<file path="src/rtl/axi4lite_master_if.sv">
// Bundle of the command/response port and the five AXI4-Lite channels
// between axi4lite_master and its neighbours.
//   master modport : the axi4lite_master view. It takes CMD_* and RSP_READY in,
//                    drives RSP_* and TIMEOUT, and owns the master side of AW/W/B/AR/R.
//   slave modport  : the opposite view, used by whatever drives the command port
//                    and models the downstream slave.
interface axi4lite_master_if #(
    parameter int unsigned ADDR_WIDTH = 32,
    parameter int unsigned DATA_WIDTH = 32
);
    localparam int unsigned STRB_WIDTH = DATA_WIDTH / 8;

    // command / response port
    logic                  CMD_VALID;
    logic                  CMD_READY;
    logic                  CMD_WRITE;
    logic [ADDR_WIDTH-1:0] CMD_ADDR;
    logic [2:0]            CMD_PROT;
    logic [DATA_WIDTH-1:0] CMD_WDATA;
    logic [STRB_WIDTH-1:0] CMD_WSTRB;
    logic                  RSP_VALID;
    logic                  RSP_READY;
    logic                  RSP_WRITE;
    logic [DATA_WIDTH-1:0] RSP_RDATA;
    logic [1:0]            RSP_RESP;
    logic                  TIMEOUT;

    // AXI4-Lite channels
    logic                  AW_VALID;
    logic                  AW_READY;
    logic [ADDR_WIDTH-1:0] AW_ADDR;
    logic [2:0]            AW_PROT;
    logic                  W_VALID;
    logic                  W_READY;
    logic [DATA_WIDTH-1:0] W_DATA;
    logic [STRB_WIDTH-1:0] W_STRB;
    logic                  B_VALID;
    logic                  B_READY;
    logic [1:0]            B_RESP;
    logic                  AR_VALID;
    logic                  AR_READY;
    logic [ADDR_WIDTH-1:0] AR_ADDR;
    logic [2:0]            AR_PROT;
    logic                  R_VALID;
    logic                  R_READY;
    logic [DATA_WIDTH-1:0] R_DATA;
    logic [1:0]            R_RESP;

    modport master (
        input  CMD_VALID, CMD_WRITE, CMD_ADDR, CMD_PROT, CMD_WDATA, CMD_WSTRB, RSP_READY,
        output CMD_READY, RSP_VALID, RSP_WRITE, RSP_RDATA, RSP_RESP, TIMEOUT,
        output AW_VALID, AW_ADDR, AW_PROT, input AW_READY,
        output W_VALID, W_DATA, W_STRB, input W_READY,
        input  B_VALID, B_RESP, output B_READY,
        output AR_VALID, AR_ADDR, AR_PROT, input AR_READY,
        input  R_VALID, R_DATA, R_RESP, output R_READY
    );

    modport slave (
        output CMD_VALID, CMD_WRITE, CMD_ADDR, CMD_PROT, CMD_WDATA, CMD_WSTRB, RSP_READY,
        input  CMD_READY, RSP_VALID, RSP_WRITE, RSP_RDATA, RSP_RESP, TIMEOUT,
        input  AW_VALID, AW_ADDR, AW_PROT, output AW_READY,
        input  W_VALID, W_DATA, W_STRB, output W_READY,
        output B_VALID, B_RESP, input B_READY,
        input  AR_VALID, AR_ADDR, AR_PROT, output AR_READY,
        output R_VALID, R_DATA, R_RESP, input R_READY
    );
endinterface

</file>
<file path="src/rtl/axi4lite_master.sv">
// AXI4-Lite master. It accepts one read or write command at a time from a
// valid/ready command port and runs the AW/W/B or AR/R handshakes. It then
// presents the read data or write response on a valid/ready response port.
// A watchdog raises a sticky TIMEOUT flag when a transaction stalls too long.
// The flag does not abort the transaction.
// Ports:
//   A_CLK - clock, rising edge
//   A_RST - asynchronous active-high reset
//   bus   - axi4lite_master_if.master carrying:
//           CMD_* : command port
//           RSP_* : response port
//           TIMEOUT : sticky watchdog flag
//           AW/W/B/AR/R : AXI4-Lite channels
// DATA_WIDTH is expected to be 32 or 64.
// TIMEOUT_CYCLES = 0 disables the watchdog.
module axi4lite_master #(
    parameter int unsigned ADDR_WIDTH     = 32,
    parameter int unsigned DATA_WIDTH     = 32,
    parameter int unsigned TIMEOUT_CYCLES = 256
) (
    input  logic               A_CLK,
    input  logic               A_RST,
    axi4lite_master_if.master  bus
);
    localparam int unsigned STRB_WIDTH = DATA_WIDTH / 8;
    localparam int unsigned CNT_W      = (TIMEOUT_CYCLES < 2) ? 1 : $clog2(TIMEOUT_CYCLES + 1);
    localparam logic [CNT_W-1:0] CNT_MAX = CNT_W'(TIMEOUT_CYCLES);
    localparam bit WD_EN = (TIMEOUT_CYCLES != 0);

    typedef enum logic [2:0] {IDLE, WR_REQ, WR_RESP, RD_REQ, RD_DATA, RESP} state_t;

    state_t                state_q, state_d;
    logic                  cmd_ready_q, cmd_ready_d;
    logic                  aw_valid_q, aw_valid_d;
    logic                  w_valid_q, w_valid_d;
    logic                  ar_valid_q, ar_valid_d;
    logic                  b_ready_q, b_ready_d;
    logic                  r_ready_q, r_ready_d;
    logic                  rsp_valid_q, rsp_valid_d;
    logic [ADDR_WIDTH-1:0] addr_q, addr_d;
    logic [2:0]            prot_q, prot_d;
    logic [DATA_WIDTH-1:0] wdata_q, wdata_d;
    logic [STRB_WIDTH-1:0] wstrb_q, wstrb_d;
    logic                  rsp_write_q, rsp_write_d;
    logic [DATA_WIDTH-1:0] rsp_rdata_q, rsp_rdata_d;
    logic [1:0]            rsp_resp_q, rsp_resp_d;
    logic [CNT_W-1:0]      wd_cnt_q, wd_cnt_d;
    logic                  timeout_q, timeout_d;
    logic                  bus_phase;

    // State and all registered outputs
    always_ff @(posedge A_CLK or posedge A_RST) begin
        if (A_RST) begin
            state_q     <= IDLE;
            cmd_ready_q <= 1'b0;
            aw_valid_q  <= 1'b0;
            w_valid_q   <= 1'b0;
            ar_valid_q  <= 1'b0;
            b_ready_q   <= 1'b0;
            r_ready_q   <= 1'b0;
            rsp_valid_q <= 1'b0;
            addr_q      <= '0;
            prot_q      <= '0;
            wdata_q     <= '0;
            wstrb_q     <= '0;
            rsp_write_q <= 1'b0;
            rsp_rdata_q <= '0;
            rsp_resp_q  <= '0;
            wd_cnt_q    <= '0;
            timeout_q   <= 1'b0;
        end else begin
            state_q     <= state_d;
            cmd_ready_q <= cmd_ready_d;
            aw_valid_q  <= aw_valid_d;
            w_valid_q   <= w_valid_d;
            ar_valid_q  <= ar_valid_d;
            b_ready_q   <= b_ready_d;
            r_ready_q   <= r_ready_d;
            rsp_valid_q <= rsp_valid_d;
            addr_q      <= addr_d;
            prot_q      <= prot_d;
            wdata_q     <= wdata_d;
            wstrb_q     <= wstrb_d;
            rsp_write_q <= rsp_write_d;
            rsp_rdata_q <= rsp_rdata_d;
            rsp_resp_q  <= rsp_resp_d;
            wd_cnt_q    <= wd_cnt_d;
            timeout_q   <= timeout_d;
        end
    end

    assign bus_phase = (state_q == WR_REQ) || (state_q == WR_RESP) ||
                       (state_q == RD_REQ) || (state_q == RD_DATA);

    // Next-state, channel sequencing and watchdog
    always_comb begin
        state_d     = state_q;
        cmd_ready_d = cmd_ready_q;
        aw_valid_d  = aw_valid_q;
        w_valid_d   = w_valid_q;
        ar_valid_d  = ar_valid_q;
        b_ready_d   = b_ready_q;
        r_ready_d   = r_ready_q;
        rsp_valid_d = rsp_valid_q;
        addr_d      = addr_q;
        prot_d      = prot_q;
        wdata_d     = wdata_q;
        wstrb_d     = wstrb_q;
        rsp_write_d = rsp_write_q;
        rsp_rdata_d = rsp_rdata_q;
        rsp_resp_d  = rsp_resp_q;
        wd_cnt_d    = wd_cnt_q;
        timeout_d   = timeout_q;

        case (state_q)
            IDLE: begin
                cmd_ready_d = 1'b1;
                if (bus.CMD_VALID && cmd_ready_q) begin
                    cmd_ready_d = 1'b0;
                    addr_d      = bus.CMD_ADDR;
                    prot_d      = bus.CMD_PROT;
                    wdata_d     = bus.CMD_WDATA;
                    wstrb_d     = bus.CMD_WSTRB;
                    timeout_d   = 1'b0;
                    if (bus.CMD_WRITE) begin
                        state_d    = WR_REQ;
                        aw_valid_d = 1'b1;
                        w_valid_d  = 1'b1;
                    end else begin
                        state_d    = RD_REQ;
                        ar_valid_d = 1'b1;
                    end
                end
            end
            WR_REQ: begin
                // AW and W retire independently; a stray READY after retirement is harmless
                aw_valid_d = aw_valid_q && !bus.AW_READY;
                w_valid_d  = w_valid_q && !bus.W_READY;
                if (!aw_valid_d && !w_valid_d) begin
                    state_d   = WR_RESP;
                    b_ready_d = 1'b1;
                end
            end
            WR_RESP: begin
                if (bus.B_VALID && b_ready_q) begin
                    b_ready_d   = 1'b0;
                    rsp_valid_d = 1'b1;
                    rsp_write_d = 1'b1;
                    rsp_rdata_d = '0;
                    rsp_resp_d  = bus.B_RESP;
                    state_d     = RESP;
                end
            end
            RD_REQ: begin
                ar_valid_d = ar_valid_q && !bus.AR_READY;
                if (!ar_valid_d) begin
                    state_d   = RD_DATA;
                    r_ready_d = 1'b1;
                end
            end
            RD_DATA: begin
                if (bus.R_VALID && r_ready_q) begin
                    r_ready_d   = 1'b0;
                    rsp_valid_d = 1'b1;
                    rsp_write_d = 1'b0;
                    rsp_rdata_d = bus.R_DATA;
                    rsp_resp_d  = bus.R_RESP;
                    state_d     = RESP;
                end
            end
            RESP: begin
                if (bus.RSP_READY) begin
                    rsp_valid_d = 1'b0;
                    cmd_ready_d = 1'b1;
                    state_d     = IDLE;
                end
            end
            default: begin
                state_d = IDLE;
            end
        endcase

        // Watchdog: counts bus-phase cycles, saturates at the limit, and clears on entering IDLE
        if (WD_EN && bus_phase && (wd_cnt_q != CNT_MAX)) begin
            wd_cnt_d = wd_cnt_q + CNT_W'(1);
        end
        if (state_d == IDLE) begin
            wd_cnt_d = '0;
        end
        if (WD_EN && bus_phase && (wd_cnt_d == CNT_MAX)) begin
            timeout_d = 1'b1;
        end
    end

    assign bus.CMD_READY = cmd_ready_q;
    assign bus.RSP_VALID = rsp_valid_q;
    assign bus.RSP_WRITE = rsp_write_q;
    assign bus.RSP_RDATA = rsp_rdata_q;
    assign bus.RSP_RESP  = rsp_resp_q;
    assign bus.TIMEOUT   = timeout_q;
    assign bus.AW_VALID  = aw_valid_q;
    assign bus.AW_ADDR   = addr_q;
    assign bus.AW_PROT   = prot_q;
    assign bus.W_VALID   = w_valid_q;
    assign bus.W_DATA    = wdata_q;
    assign bus.W_STRB    = wstrb_q;
    assign bus.B_READY   = b_ready_q;
    assign bus.AR_VALID  = ar_valid_q;
    assign bus.AR_ADDR   = addr_q;
    assign bus.AR_PROT   = prot_q;
    assign bus.R_READY   = r_ready_q;
endmodule
</file>
<file path="src/flat_wrapper.sv">
// flat-port wrapper written by rule: the top's interface ports become plain ports
module axi4lite_master_flat 
#(
    parameter int unsigned ADDR_WIDTH     = 32,
    parameter int unsigned DATA_WIDTH     = 32,
    parameter int unsigned TIMEOUT_CYCLES = 256
)
  (A_CLK, A_RST, bus_CMD_VALID, bus_CMD_WRITE, bus_CMD_ADDR, bus_CMD_PROT, bus_CMD_WDATA, bus_CMD_WSTRB, bus_RSP_READY, bus_CMD_READY, bus_RSP_VALID, bus_RSP_WRITE, bus_RSP_RDATA, bus_RSP_RESP, bus_TIMEOUT, bus_AW_VALID, bus_AW_ADDR, bus_AW_PROT, bus_AW_READY, bus_W_VALID, bus_W_DATA, bus_W_STRB, bus_W_READY, bus_B_VALID, bus_B_RESP, bus_B_READY, bus_AR_VALID, bus_AR_ADDR, bus_AR_PROT, bus_AR_READY, bus_R_VALID, bus_R_DATA, bus_R_RESP, bus_R_READY);
  axi4lite_master_if #(.ADDR_WIDTH(ADDR_WIDTH), .DATA_WIDTH(DATA_WIDTH)) bus_i ();
  input  logic A_CLK;
  input  logic A_RST;
  input wire logic [$bits(bus_i.CMD_VALID)-1:0] bus_CMD_VALID;
  input wire logic [$bits(bus_i.CMD_WRITE)-1:0] bus_CMD_WRITE;
  input wire logic [$bits(bus_i.CMD_ADDR)-1:0] bus_CMD_ADDR;
  input wire logic [$bits(bus_i.CMD_PROT)-1:0] bus_CMD_PROT;
  input wire logic [$bits(bus_i.CMD_WDATA)-1:0] bus_CMD_WDATA;
  input wire logic [$bits(bus_i.CMD_WSTRB)-1:0] bus_CMD_WSTRB;
  input wire logic [$bits(bus_i.RSP_READY)-1:0] bus_RSP_READY;
  output wire logic [$bits(bus_i.CMD_READY)-1:0] bus_CMD_READY;
  output wire logic [$bits(bus_i.RSP_VALID)-1:0] bus_RSP_VALID;
  output wire logic [$bits(bus_i.RSP_WRITE)-1:0] bus_RSP_WRITE;
  output wire logic [$bits(bus_i.RSP_RDATA)-1:0] bus_RSP_RDATA;
  output wire logic [$bits(bus_i.RSP_RESP)-1:0] bus_RSP_RESP;
  output wire logic [$bits(bus_i.TIMEOUT)-1:0] bus_TIMEOUT;
  output wire logic [$bits(bus_i.AW_VALID)-1:0] bus_AW_VALID;
  output wire logic [$bits(bus_i.AW_ADDR)-1:0] bus_AW_ADDR;
  output wire logic [$bits(bus_i.AW_PROT)-1:0] bus_AW_PROT;
  input wire logic [$bits(bus_i.AW_READY)-1:0] bus_AW_READY;
  output wire logic [$bits(bus_i.W_VALID)-1:0] bus_W_VALID;
  output wire logic [$bits(bus_i.W_DATA)-1:0] bus_W_DATA;
  output wire logic [$bits(bus_i.W_STRB)-1:0] bus_W_STRB;
  input wire logic [$bits(bus_i.W_READY)-1:0] bus_W_READY;
  input wire logic [$bits(bus_i.B_VALID)-1:0] bus_B_VALID;
  input wire logic [$bits(bus_i.B_RESP)-1:0] bus_B_RESP;
  output wire logic [$bits(bus_i.B_READY)-1:0] bus_B_READY;
  output wire logic [$bits(bus_i.AR_VALID)-1:0] bus_AR_VALID;
  output wire logic [$bits(bus_i.AR_ADDR)-1:0] bus_AR_ADDR;
  output wire logic [$bits(bus_i.AR_PROT)-1:0] bus_AR_PROT;
  input wire logic [$bits(bus_i.AR_READY)-1:0] bus_AR_READY;
  input wire logic [$bits(bus_i.R_VALID)-1:0] bus_R_VALID;
  input wire logic [$bits(bus_i.R_DATA)-1:0] bus_R_DATA;
  input wire logic [$bits(bus_i.R_RESP)-1:0] bus_R_RESP;
  output wire logic [$bits(bus_i.R_READY)-1:0] bus_R_READY;
  assign bus_i.CMD_VALID = bus_CMD_VALID;
  assign bus_i.CMD_WRITE = bus_CMD_WRITE;
  assign bus_i.CMD_ADDR = bus_CMD_ADDR;
  assign bus_i.CMD_PROT = bus_CMD_PROT;
  assign bus_i.CMD_WDATA = bus_CMD_WDATA;
  assign bus_i.CMD_WSTRB = bus_CMD_WSTRB;
  assign bus_i.RSP_READY = bus_RSP_READY;
  assign bus_CMD_READY = bus_i.CMD_READY;
  assign bus_RSP_VALID = bus_i.RSP_VALID;
  assign bus_RSP_WRITE = bus_i.RSP_WRITE;
  assign bus_RSP_RDATA = bus_i.RSP_RDATA;
  assign bus_RSP_RESP = bus_i.RSP_RESP;
  assign bus_TIMEOUT = bus_i.TIMEOUT;
  assign bus_AW_VALID = bus_i.AW_VALID;
  assign bus_AW_ADDR = bus_i.AW_ADDR;
  assign bus_AW_PROT = bus_i.AW_PROT;
  assign bus_i.AW_READY = bus_AW_READY;
  assign bus_W_VALID = bus_i.W_VALID;
  assign bus_W_DATA = bus_i.W_DATA;
  assign bus_W_STRB = bus_i.W_STRB;
  assign bus_i.W_READY = bus_W_READY;
  assign bus_i.B_VALID = bus_B_VALID;
  assign bus_i.B_RESP = bus_B_RESP;
  assign bus_B_READY = bus_i.B_READY;
  assign bus_AR_VALID = bus_i.AR_VALID;
  assign bus_AR_ADDR = bus_i.AR_ADDR;
  assign bus_AR_PROT = bus_i.AR_PROT;
  assign bus_i.AR_READY = bus_AR_READY;
  assign bus_i.R_VALID = bus_R_VALID;
  assign bus_i.R_DATA = bus_R_DATA;
  assign bus_i.R_RESP = bus_R_RESP;
  assign bus_R_READY = bus_i.R_READY;
  axi4lite_master #(.ADDR_WIDTH(ADDR_WIDTH), .DATA_WIDTH(DATA_WIDTH), .TIMEOUT_CYCLES(TIMEOUT_CYCLES)) u_core (.A_CLK(A_CLK), .A_RST(A_RST), .bus(bus_i));
endmodule
</file>
<file path="config.mk">
export PLATFORM = sky130hd
export DESIGN_NAME = axi4lite_master_flat
export DESIGN_NICKNAME = d
export VERILOG_FILES = /design/src/rtl/axi4lite_master_if.sv /design/src/rtl/axi4lite_master.sv /design/src/flat_wrapper.sv
export SDC_FILE = /design/constraint.sdc
export NUM_CORES = 1
export LEC_CHECK = 0
export ABC_AREA = 1
export CAP_MARGIN = 40
export CORE_UTILIZATION = 38
export CTS_BUF_LIST = sky130_fd_sc_hd__clkbuf_4
export CTS_CLUSTER_SIZE = 30
export DETAILED_ROUTE_END_ITERATION = 10
export PLACE_DENSITY_LB_ADDON = 0.1
export SYNTH_ARGS = -nofsm -noshare
export SYNTH_HDL_FRONTEND = slang
export SYNTH_SLANG_ARGS = --single-unit
</file>
<file path="constraint.sdc">
create_clock -name A_CLK -period 5 [get_ports A_CLK]
set_input_delay 1 -clock A_CLK [delete_from_list [all_inputs] [get_ports A_CLK]]
set_output_delay 1 -clock A_CLK [all_outputs]
set_load 0.01 [all_outputs]
</file>
==> flow_summary.json, run 1 <==
{
  "status": "complete, no violations",
  "p_leak_nw": 4.09,
  "ff2ff_setup_slack_ps": 2550,
  "drive_gt1_frac": 0.0647,
  "endpoint_kind": "output port",
  "die_area_sq_um": 14900,
  "final_area_sq_um": 8450,
  "cts_resized": 0,
  "hold_viol": 0,
  "final_common_cell": "nand2_1",
  "grt_overflow_total": 0,
  "core_sq_um": 13900,
  "setup_violations": 0,
  "post_cts_buffers": 0,
  "ys_types": 25,
  "critPathSlowestCell": "clkdlybuf4s50_1",
  "path_delay_family": "buffers and inverters",
  "wirelength_mm": 15.4,
  "drc_errors": 0,
  "timing.setup.tns_ps": 0,
  "synth_area_sq_um": 5470,
  "holdWs_ps": 483,
  "area_growth_pct": 54.5,
  "drt-pass1-iter-count": 4,
  "cts_root_buffer": "clkbuf_4",
  "grt.total_usage": 0.218,
  "cts_tree": "built",
  "fmax_mhz": 385,
  "die_w_um": 122,
  "timing.rr.end": "u_core.bus.TIMEOUT",
  "placed_area_sq_um": 8120,
  "hp-class": "reg -> reg",
  "grt_pass1_wl_mm": 24.6,
  "critPathBufInv": 1,
  "syn_area_per_cell_sq_um": 8.85,
  "drv_cap": 0,
  "rsz0062_at_grt": "false",
  "relSlewSlack": 0.621,
  "cp-start-kind": "register",
  "ys_seq_elements": 126,
  "crit_chain": "clkdlybuf4s50_1",
  "start_util": 0.392,
  "routedWlPerCell_um": 14.7,
  "ir_worst_vdd_v": 0.000326,
  "synth_top_area_frac": 0.577,
  "synth_fp_nets": 737,
  "die_h_um": 122,
  "gp_congestion": 0.824,
  "cpPeakStageDelay_ps": 600,
  "clk_latency_ps": 550,
  "final_cell_mix": "272 x nand2_1, 265 x clkdlybuf4s50_1, 126 x dfrtp_1, 39 x nor2_1, 32 x a22o_1",
  "worst_pin_slew_ps": 568,
  "synth_top_area_cell": "dfrtp_1",
  "port_buffers": 265,
  "cts.path.max_buffers": 2,
  "path_clk_slew_ps": 110,
  "cp_max_fo": 5,
  "required_ps": 4000,
  "power.density_nw_per_um2": 590,
  "antenna_found_initial": 1,
  "fin_crit_sh": 0.519,
  "grt_pass1_vias": 4935,
  "holdCritStartpoint": "u_core.bus.W_STRB[1]",
  "ant_nets": 0,
  "rows": 43,
  "hpwlAfterDp_mm": 11.4,
  "cts_hold_buf": 0,
  "yosysWarnings": 0,
  "drv_slew": 0,
  "fin_util": 0.607,
  "via_per_inst": 4.73,
  "numCtsBuffers": 17,
  "holdPathEnd": "u_core.bus.W_STRB[1]",
  "worstReg2RegStart": "u_core.state_q[2]",
  "whs_path_depth": 2,
  "critPathKind": "reg -> out",
  "num_io_pins": 266,
  "layout.nets": 972,
  "ff2ff_path_depth": 13,
  "grt_max_degree": 52,
  "drt_iter0_drc": 222,
  "htree_levels": 4,
  "fin_crit_ps": 2600,
  "vias": 4949,
  "clkSinkCount": 126,
  "synthTopCellsByArea": "dfrtp_1 58%, nand2_1 19%, a22o_1 5.1%",
  "ys_seq_area_frac": 0.577,
  "worstPathArrival_ps": 1600,
  "fin_skew_ps": 24.8,
  "netlist_instances": 618
}
## worst reg2reg max path, delay by kind of cell (launching register included)
kind                   cells  cell delay [ps]
and+or+nand+nor           12             1570
DFF                        1              560
buffers and inverters      1              220
## power breakdown
group | switching [mW] | internal (mW) | total (mW)
clock network | 0.397 | 0.420 | 0.817
logic | 1.15 | 1.29 | 2.44
registers | 0.297 | 1.43 | 1.73
## synth_stat cells (all sizes together)
| library cell | n |
|---|---|
| a21oi | 9 |
| a22o | 32 |
| a31oi | 2 |
| buf | 47 |
| clkbuf | 10 |
| clkinv | 1 |
| dfrtp | 126 |
| ha | 2 |
| inv | 33 |
| nand2 | 273 |
| nand3 | 18 |
| nand3b | 1 |
| nand4 | 8 |
| nor2 | 45 |
| nor3 | 1 |
| o21ai | 6 |
| xor2 | 4 |
## cell families after synthesis
kind of cell             after synthesis  synth area share
XOR/XNOR                               4           0.00641
adder cells (fa/ha/maj)                2           0.00457
AO/OA/AOI/OAI                         49            0.0673
flip-flops                           126             0.577
AND/OR/NAND/NOR                      346             0.256
buffers and inverters                 91            0.0897
## how the worst max path moves through the flow
| stage | slack, ps | to | depth (start not counted) | start |
|---|---|---|---|---|
| finish | 2400 | bus_CMD_READY | 1 | u_core.bus.CMD_READY |
| global route | 2290 | bus_CMD_READY | 1 | u_core.bus.CMD_READY |
| detailed placement | 1870 | u_core.bus.TIMEOUT | 13 | bus_CMD_VALID |
| CTS | 2330 | bus_CMD_READY | 1 | u_core.bus.CMD_READY |
| floorplan | 640 | u_core.bus.AR_ADDR[0] | 1 | A_RST |
| global placement | 1570 | u_core.bus.TIMEOUT | 10 | bus_CMD_VALID |
## metal layers
layer	global-route usage	vias to the layer above	part of all wire
met2	0.361	193	0.51
met4	0.0910	0	0.015
met5	0	-	0
met3	0.0843	14	0.088
met1	0.252	2357	0.39
li1	-	2385	-
## per-stage QoR
| step | power, mW | instances | setup slack [ps] |
|---|---|---|---|
| 6_report | 4.99 | 1047 | 2400 |
| 5_1_grt | 5.35 | 1047 | 2290 |
| 4_1_cts | 5.04 | 1046 | 2330 |
| 3_5_place_dp | 4.20 | 1014 | 1870 |
| 3_3_place_gp | 4.13 | 1011 | 1570 |
| 2_1_floorplan | 2.96 | 618 | 644 |
## registers in the layout, summed over array words and instances, names as in the netlist
register              flops
u_core.bus.W_STRB         4
u_core.bus.TIMEOUT        1
u_core.bus.RSP_WRITE      1
u_core.bus.R_READY        1
u_core.bus.AW_VALID       1
u_core.bus.AR_PROT        3
u_core.bus.RSP_RDATA     32
u_core.bus.RSP_VALID      1
u_core.bus.RSP_RESP       2
u_core.bus.W_DATA        32
u_core.bus.AR_ADDR       32
u_core.state_q            3
u_core.bus.CMD_READY      1
u_core.bus.B_READY        1
u_core.wd_cnt_q           9
u_core.bus.AR_VALID       1
u_core.bus.W_VALID        1
## layout make-up
cell class | count | area, sq um
diodes | 1 | 2.50
clock buffers | 20 | 150
clock inverters | 12 | 184
fillers | 1197 | 5480
inverters | 34 | 130
multi-input cells | 401 | 1840
flip-flops and latches | 126 | 3150
well taps | 180 | 225
repair buffers | 273 | 2770
(Power assumes the default switching activity.)
==> inputs of run 2 (changes only) <==
==> constraint.sdc (replaced) <==
create_clock -name A_CLK -period 2.7 [get_ports A_CLK]
set_input_delay 0.54 -clock A_CLK [delete_from_list [all_inputs] [get_ports A_CLK]]
set_output_delay 0.54 -clock A_CLK [all_outputs]
set_load 0.01 [all_outputs]
==> flow_summary.json, run 2 (same netlist as run 1, synthesis figures left out) <==
{
  "fin_crit_ps": 2110,
  "required_ps": 2160,
  "grt_pass1_wl_mm": 23.9,
  "drt_iter0_drc": 265,
  "die_h_um": 122,
  "clk_latency_ps": 530,
  "comb_power_share": 0.494,
  "vias": 4833,
  "worstPathArrival_ps": 1570,
  "final_common_cell": "nand2_1",
  "switching_power_mw": 3.37,
  "cts_root_buffer": "clkbuf_4",
  "critPathBufInv": 1,
  "final_area_sq_um": 8410,
  "final_cell_mix": "272 x nand2_1, 265 x clkdlybuf4s50_1, 126 x dfrtp_1, 39 x nor2_1, 32 x a22o_1",
  "cp-start-kind": "register",
  "layout.nets": 975,
  "grt_pass1_vias": 4736,
  "cts_resized": 0,
  "num_io_pins": 266,
  "setup_slack_ps": 586,
  "die_area_sq_um": 14900,
  "ff2ff_setup_slack_ps": 740,
  "cp_max_fo": 5,
  "drt-pass1-iter-count": 4,
  "diodes": 0,
  "power.density_nw_per_um2": 1070,
  "cts_hold_buf": 0,
  "drc_errors": 0,
  "fmax_mhz": 473,
  "ant_nets": 0,
  "dp.cells": 1017,
  "p_total_mw": 9.03,
  "p_leak_nw": 4.07,
  "preCtsSetupSlack_ps": 461,
  "internal-power_mw": 5.67,
  "timing.setup.tns_ps": 0,
  "start_util": 0.392,
  "antenna_found_initial": 0,
  "worstReg2RegStart": "u_core.state_q[1]",
  "rows": 43,
  "routedWlPerCell_um": 14.6,
  "htree_levels": 4,
  "post_cts_buffers": 0,
  "drive_gt1_frac": 0.0657,
  "clockPowerShare": 0.148,
  "fin_util": 0.604,
  "grt_max_degree": 73,
  "timing.rr.end": "u_core.bus.TIMEOUT",
  "clkSinkCount": 126,
  "wirelength_mm": 15.3,
  "fin_skew_ps": 14.2,
  "via_per_inst": 4.61,
  "grt_overflow_total": 0,
  "setup_violations": 0,
  "ir_worst_vdd_v": 0.000531,
  "cts.path.max_buffers": 2,
  "status": "complete, no violations",
  "fin_crit_sh": 0.783,
  "stdcell_count": 1048,
  "multiInputGateArea_sq_um": 1840,
  "drv_slew": 0,
  "relSlewSlack": 0.508,
  "path_delay_family": "buffers and inverters",
  "critPathSlowestCell": "clkdlybuf4s50_1",
  "grt.total_usage": 0.211,
  "drv_cap": 0,
  "ff2ff_path_depth": 12,
  "crit_chain": "clkdlybuf4s50_1",
  "gp_congestion": 0.887,
  "fillerInstances": 1216,
  "core_sq_um": 13900,
  "port_buffers": 265,
  "cts_tree": "built",
  "swShare": 0.373,
  "hp-class": "in -> async",
  "numCtsBuffers": 17,
  "die_w_um": 122,
  "area_growth_pct": 53.8,
  "path_clk_slew_ps": 110,
  "endpoint_kind": "output port",
  "cpPeakStageDelay_ps": 600,
  "worst_pin_slew_ps": 738,
  "rsz0062_at_grt": "false",
  "placed_area_sq_um": 8120,
  "hold_viol": 0,
  "critPathKind": "reg -> out",
  "holdWs_ps": 429,
  "hpwlAfterDp_mm": 11.4,
  "seqCellArea_sq_um": 3150,
  "seqPwrFrac": 0.357
}
run 2: cell count changes in the layout (fill, tap and decap cells not counted):
cell,previous run,this run
inv_6,4,0
clkinv_1,2,3
bufinv_16,4,3
clkinvlp_4,1,2
clkbuf_4,20,19
buf_4,5,8
clkinv_2,0,3
buf_12,1,3
buf_16,2,0
inv_4,1,0
diode_2,1,0
clkinv_4,2,3
run 2: power by group through the flow:
stage,sequential (mW),combinational (mW),clock (mW)
after floorplan,3.50,1.98,0
after global placement,3.22,4.44,0
after detailed placement,3.25,4.51,0
after CTS,3.24,4.52,1.39
after global routing,3.34,4.89,1.46
final,3.23,4.46,1.34
run 2: layer usage:
metal	GRT usage	routed length [um]
met1	0.252	6160
met2	0.347	7610
met3	0.0749	1230
met4	0.0833	320
met5	0	0
run 2: worst max path at each step:
stage / slack (ps) / cells past startpoint / startpoint / end
after floorplan: 610 / 1 / A_RST / u_core.bus.AR_ADDR[0]
after global placement: 570 / 6 / bus_CMD_VALID / u_core.bus.W_VALID
after detailed placement: 460 / 6 / bus_CMD_VALID / u_core.bus.W_VALID
after CTS: 510 / 1 / u_core.bus.CMD_READY / bus_CMD_READY
after global routing: 490 / 1 / u_core.bus.CMD_READY / bus_CMD_READY
final: 590 / 1 / u_core.bus.CMD_READY / bus_CMD_READY
run 2: cell type report:
cell class,count,area share
clock buffers,19,0.0170
well taps,180,0.0268
clock inverters,12,0.0174
multi-input cells,401,0.219
inverters,34,0.0156
repair buffers,276,0.330
flip-flops and latches,126,0.375
